**src/rtl/fetch_pkg.sv**
```systemverilog
// Shared types and constants for the two-byte instruction fetch sequencer.
package fetch_pkg;

  typedef enum logic [1:0] {
    IDLE   = 2'd0,
    HI_REQ = 2'd1,
    LO_REQ = 2'd2,
    DONE   = 2'd3
  } fetch_state_t;

  localparam int DEFAULT_TIMEOUT_CYCLES = 15;
  localparam int TIMER_W                = 8;

endpackage

```
**src/rtl/fetch_wait_timer.sv**
```systemverilog
// ROM wait-cycle counter: held at zero while cleared, counts stalled cycles,
// and flags the last permitted stalled cycle of a byte read.
module fetch_wait_timer
  import fetch_pkg::*;
#(
  parameter int TIMEOUT_CYCLES = DEFAULT_TIMEOUT_CYCLES
) (
  input  logic clk,
  input  logic reset,
  input  logic clear,
  input  logic run,
  output logic expired
);

  localparam logic [TIMER_W-1:0] LAST = TIMER_W'(TIMEOUT_CYCLES - 1);

  logic [TIMER_W-1:0] count;

  always_ff @(posedge clk or posedge reset) begin
    if (reset) begin
      count <= '0;
    end else if (clear) begin
      count <= '0;
    end else if (run) begin
      count <= count + 1'b1;
    end
  end

  assign expired = run && (count == LAST);

endmodule

```
**src/rtl/instruction_fetch_controller.sv**
```systemverilog
// Sequences high/low instruction byte reads from wait-state program ROM,
// driving PC increment and IR byte enables, with flush abort and timeout fault.
module instruction_fetch_controller
  import fetch_pkg::*;
#(
  parameter int ADDR_WIDTH     = 12,
  parameter int TIMEOUT_CYCLES = DEFAULT_TIMEOUT_CYCLES
) (
  input  logic                  clk,
  input  logic                  reset,
  input  logic                  fetch_req,
  input  logic                  flush,
  input  logic [ADDR_WIDTH-1:0] pc_value,
  output logic [ADDR_WIDTH-1:0] rom_addr,
  output logic                  rom_rd,
  input  logic                  rom_ack,
  output logic                  pc_inc,
  output logic                  ir_high_write_enable,
  output logic                  ir_low_write_enable,
  output logic                  fetch_done,
  output logic                  busy,
  output logic                  fetch_fault
);

  fetch_state_t state;
  logic         fault_q;
  logic         in_req;
  logic         take;
  logic         expired;

  assign in_req   = (state == HI_REQ) || (state == LO_REQ);
  assign rom_addr = pc_value;
  assign rom_rd   = in_req && !flush;
  assign take     = rom_rd && rom_ack;

  // Byte capture is Mealy on rom_ack so the IR and PC move on the ack edge.
  assign pc_inc               = take;
  assign ir_high_write_enable = take && (state == HI_REQ);
  assign ir_low_write_enable  = take && (state == LO_REQ);
  assign fetch_done           = (state == DONE);
  assign busy                 = in_req;
  assign fetch_fault          = fault_q;

  // Clearing on ack (and outside the request states) gives each byte a fresh budget.
  fetch_wait_timer #(
    .TIMEOUT_CYCLES(TIMEOUT_CYCLES)
  ) u_wait_timer (
    .clk    (clk),
    .reset  (reset),
    .clear  (!in_req || rom_ack || flush),
    .run    (in_req && !rom_ack && !flush),
    .expired(expired)
  );

  always_ff @(posedge clk or posedge reset) begin
    if (reset) begin
      state   <= IDLE;
      fault_q <= 1'b0;
    end else if (flush) begin
      state <= IDLE;
    end else begin
      case (state)
        IDLE, DONE: begin
          if (fetch_req) begin
            state   <= HI_REQ;
            fault_q <= 1'b0;
          end else begin
            state <= IDLE;
          end
        end
        HI_REQ: begin
          if (rom_ack) begin
            state <= LO_REQ;
          end else if (expired) begin
            state   <= IDLE;
            fault_q <= 1'b1;
          end
        end
        LO_REQ: begin
          if (rom_ack) begin
            state <= DONE;
          end else if (expired) begin
            state   <= IDLE;
            fault_q <= 1'b1;
          end
        end
        default: state <= IDLE;
      endcase
    end
  end

endmodule
```
**config.mk**
```make
export PLATFORM = sky130hd
export DESIGN_NAME = instruction_fetch_controller
export DESIGN_NICKNAME = d
export VERILOG_FILES = /design/src/rtl/fetch_pkg.sv /design/src/rtl/fetch_wait_timer.sv /design/src/rtl/instruction_fetch_controller.sv
export SDC_FILE = /design/constraint.sdc
export NUM_CORES = 1
export LEC_CHECK = 0
export ABC_AREA = 1
export ABC_CLOCK_PERIOD_IN_PS = 1600
export BUFFER_PORTS_ARGS = -buffer_cell sky130_fd_sc_hd__buf_2
export CAP_MARGIN = 20
export CORE_MARGIN = 1
export CORE_UTILIZATION = 44
export DETAILED_ROUTE_END_ITERATION = 10
export HOLD_SLACK_MARGIN = 0.15
export PLACE_DENSITY = 0.82
export SYNTH_ARGS = -nofsm -noshare
export SYNTH_HDL_FRONTEND = slang
export SYNTH_SLANG_ARGS = --single-unit
```
**constraint.sdc**
```tcl
create_clock -name clk -period 1.6 [get_ports clk]
set_input_delay 0.32 -clock clk [delete_from_list [all_inputs] [get_ports clk]]
set_output_delay 0.32 -clock clk [all_outputs]
set_load 0.02 [all_outputs]
```
==> impl_metrics.toml <==
[synth]
syn_inst = 88
ys.warnings.count = 0
ys_types = 17
synth_area_leaders = "dfrtp_1, buf_4, ha_1, nand2_1, nor2_1"
synth-edff-count = 0
ys_async_sr_fraction_pct = 100.0
synth_top_area_share_pct = 38.26
synth_fp_nets = 110
seq_area_frac_synth_pct = 38.26
synth_ff_type = "dfrtp_1"
yosysTopAreaCell = "dfrtp_1"
avgSynthCellArea_um2 = 8.175
netlist_area_um2 = 719.4
ys_ff_latch = 11

[global_routing]
grt_use_total_pct = 17.07
met3_usage_pct = 5.603
antenna_found_initial = 0
met2_usage_pct = 31.08
grt_max_degree = 12
grt_use_met1_pct = 18.58
grt.busiest_layer = "met2"
overflow = 0
grt_pass1_wl_mm = 2.283
grt_pass1_vias = 566

[clock_tree]
root_buffer = "clkbuf_4"
cts_buffers = 3
cts_max_level = 1
clk_path_buf_depth = 2
cts.clk_slew.worst_paths_ps = 70
cts_tree = "built"
clk_latency_ps = 280
numClockSinks = 11

[place]
dp_cells = 106
hpwl_um = 970.2
gp_congestion = 0.7311
placed_area_um2 = 726.9
io_buffers = 11

[floorplanning]
core_um2 = 1524
rows = 14
die_w_um = 42.44
io_pins = 36
dieArea_um2 = 1801
start_util_pct = 47.21
die_h_um = 42.44

[critical_path]
slowest_stage = "dfrtp_1"
critPathKind = "register to primary output"
worstSetupEndpointType = "primary output"
cp_common_cell = "buf_4"
path_buf_inv = 3
setup.worst_path.start_class = "register"
cp_slowest_stage_delay_ps = 400
cp_max_fo = 3
ff2ff_path_depth = 12
required_ps = 1280
critical_path_depth = 5
path_delay_family = "buffers and inverters"
arrival_ps = 1420
crit_chain = "buf_4 > buf_4 > ha_4 > nor3b_2 > buf_4"

[pwr]
power.density_nw_per_um2 = 647.4
p_sw_uw = 149.5
seqPwrFrac_pct = 50.0
clockPowerShare_pct = 34.6
p_comb_share_pct = 15.4
intPower_uw = 419.1
ir_drop_v = 0.0005077
power_leakage_uw = 0.0004358
sw_frac_of_total_pct = 26.30

[layout]
fin_cells = 117
area_delta_synth_final_pct = 22.09
fin_area_um2 = 878.3
nNetsFinal = 124
fillers = 128
layout-drive-gt1-share_pct = 36.63
multi_input_area_um2 = 350.3
fin_util_pct = 57.64
num_antenna_cells = 0
area.sequential_um2 = 275.3

[timing]
finClkSkew_ps = 7.288
rsz0062_at_grt = "true"
final_max_slew_viol_count = 0
fin_crit_ps = 1742
setup_tns_ps = -296.7
fmax_mhz = 574.1
min_period_over_period_pct = 108.9
hold_slack_ps = 356.0
finalHoldViolCount = 0
maxSlewHeadroom_pct = 72.00
setup_slack_ps = -141.9
tightest_slew_ps = 419.5
setup_viol = 4

[worst_hold_path]
hold_depth = 3
hold_class = "primary input to register"

[drt]
wl_per_cell_um = 12.02
drt_wl_total_mm = 1.406
drtIter0Drc = 3
vias = 590
postRouteAntennaNets = 0
drcViolationCount = 0
drtPass1Iterations = 4
routed_via_density = 5.043

[job]
cap_viol_max_count = 0

[run_status]
violations = "setup timing"
status = "finished, violations left"
stage by stage:
step                worst slack [ps]  power, uW
floorplan                     -194.2      369.6
global placement               114.4      345.2
detailed placement             35.60      347.8
CTS                           -169.7      555.9
global route                  -173.4      590.6
finish                        -141.9      568.6
final timing paths:
kind	startpoint	end	slack, ps
max reg2reg	state[0]	state[0]	20
min in group asynchronous	reset	u_wait_timer.count[4]	570
max	state[0]	ir_high_write_enable	-140
min reg2reg	u_wait_timer.count[0]	u_wait_timer.count[0]	520
max in group asynchronous	reset	state[1]	730
min	fetch_req	state[0]	360
cells by family (layout without fill, tap and decap cells):
logic type | count (synthesis) | count (layout) | synth area share [%]
AND/OR/NAND/NOR | 36 | 36 | 24.35
adder cells (fa/ha/maj) | 5 | 5 | 8.696
flip-flops | 11 | 11 | 38.26
buffers and inverters | 23 | 36 | 18.26
XOR/XNOR | 1 | 1 | 1.218
AO/OA/AOI/OAI | 12 | 12 | 9.218
layout make-up:
type | instances | area share [%]
tap | 16 | 2.279
multi-input combinational | 54 | 39.89
timing repair buffer | 21 | 18.52
inverter | 11 | 4.986
sequential | 11 | 31.34
clock buffer | 4 | 2.991
power by group through the flow:
| stage | Sequential [uW] | Combinational [uW] | Clock, uW |
|---|---|---|---|
| after global routing | 284 | 96.5 | 210 |
| final | 284 | 87.5 | 197 |
| after global placement | 288 | 56.9 | 0 |
| after detailed placement | 289 | 58.7 | 0 |
| after floorplan | 289 | 80.5 | 0 |
| after CTS | 284 | 75.8 | 197 |
per-layer routing:
layer | routed length [um] | vias to the layer above
met2 | 722 | 16
li1 | - | 294
met5 | 0 | -
met4 | 34 | 0
met1 | 560 | 274
met3 | 88 | 6
flip-flops by register name, summed over array words and instances (netlist names):
name / cells
fetch_fault: 1
u_wait_timer.count: 8
state: 2
Yosys cell counts (all sizes together) (2+ instances only):
library cell  number
nand2             14
nor2              14
buf               12
dfrtp             11
inv               11
a21oi              6
nand3              6
ha                 5
o21ai              4
nor3b              2
what timing repair did:
item                                    CTS  global route
pin swaps                                 3             2
endpoints found under the setup margin    4             7
resized for setup                         9            11
hold buffers                              1             0
buffers inserted                          3             3
endpoints found under the hold margin    11             0
cells in the final DEF, fill, tap and decap left out, types with 2 or more instances in the layout:
cell and n:
buf_2 5, inv_2 3, inv_1 7, ha_1 3
nand3_1 4, nand2_1 12, nor3b_2 2, o21ai_0 4
nor2_1 13, nand3_2 2, a21oi_1 6, buf_4 11
clkbuf_4 3, dfrtp_1 11, buf_6 4, ha_4 2
worst register-to-register path, cell delays in order (launching register included):
cell,delay [ps]
dfrtp_1,400
inv_2,80
ha_4,200
inv_4,60
nand2_4,60
buf_4,140
buf_4,130
nor2_4,90
nand2_2,80
nand2_1,70
nand2_1,50
nand2_1,60
nand2_1,60
Note: power is estimated with default switching activity, not from simulation.
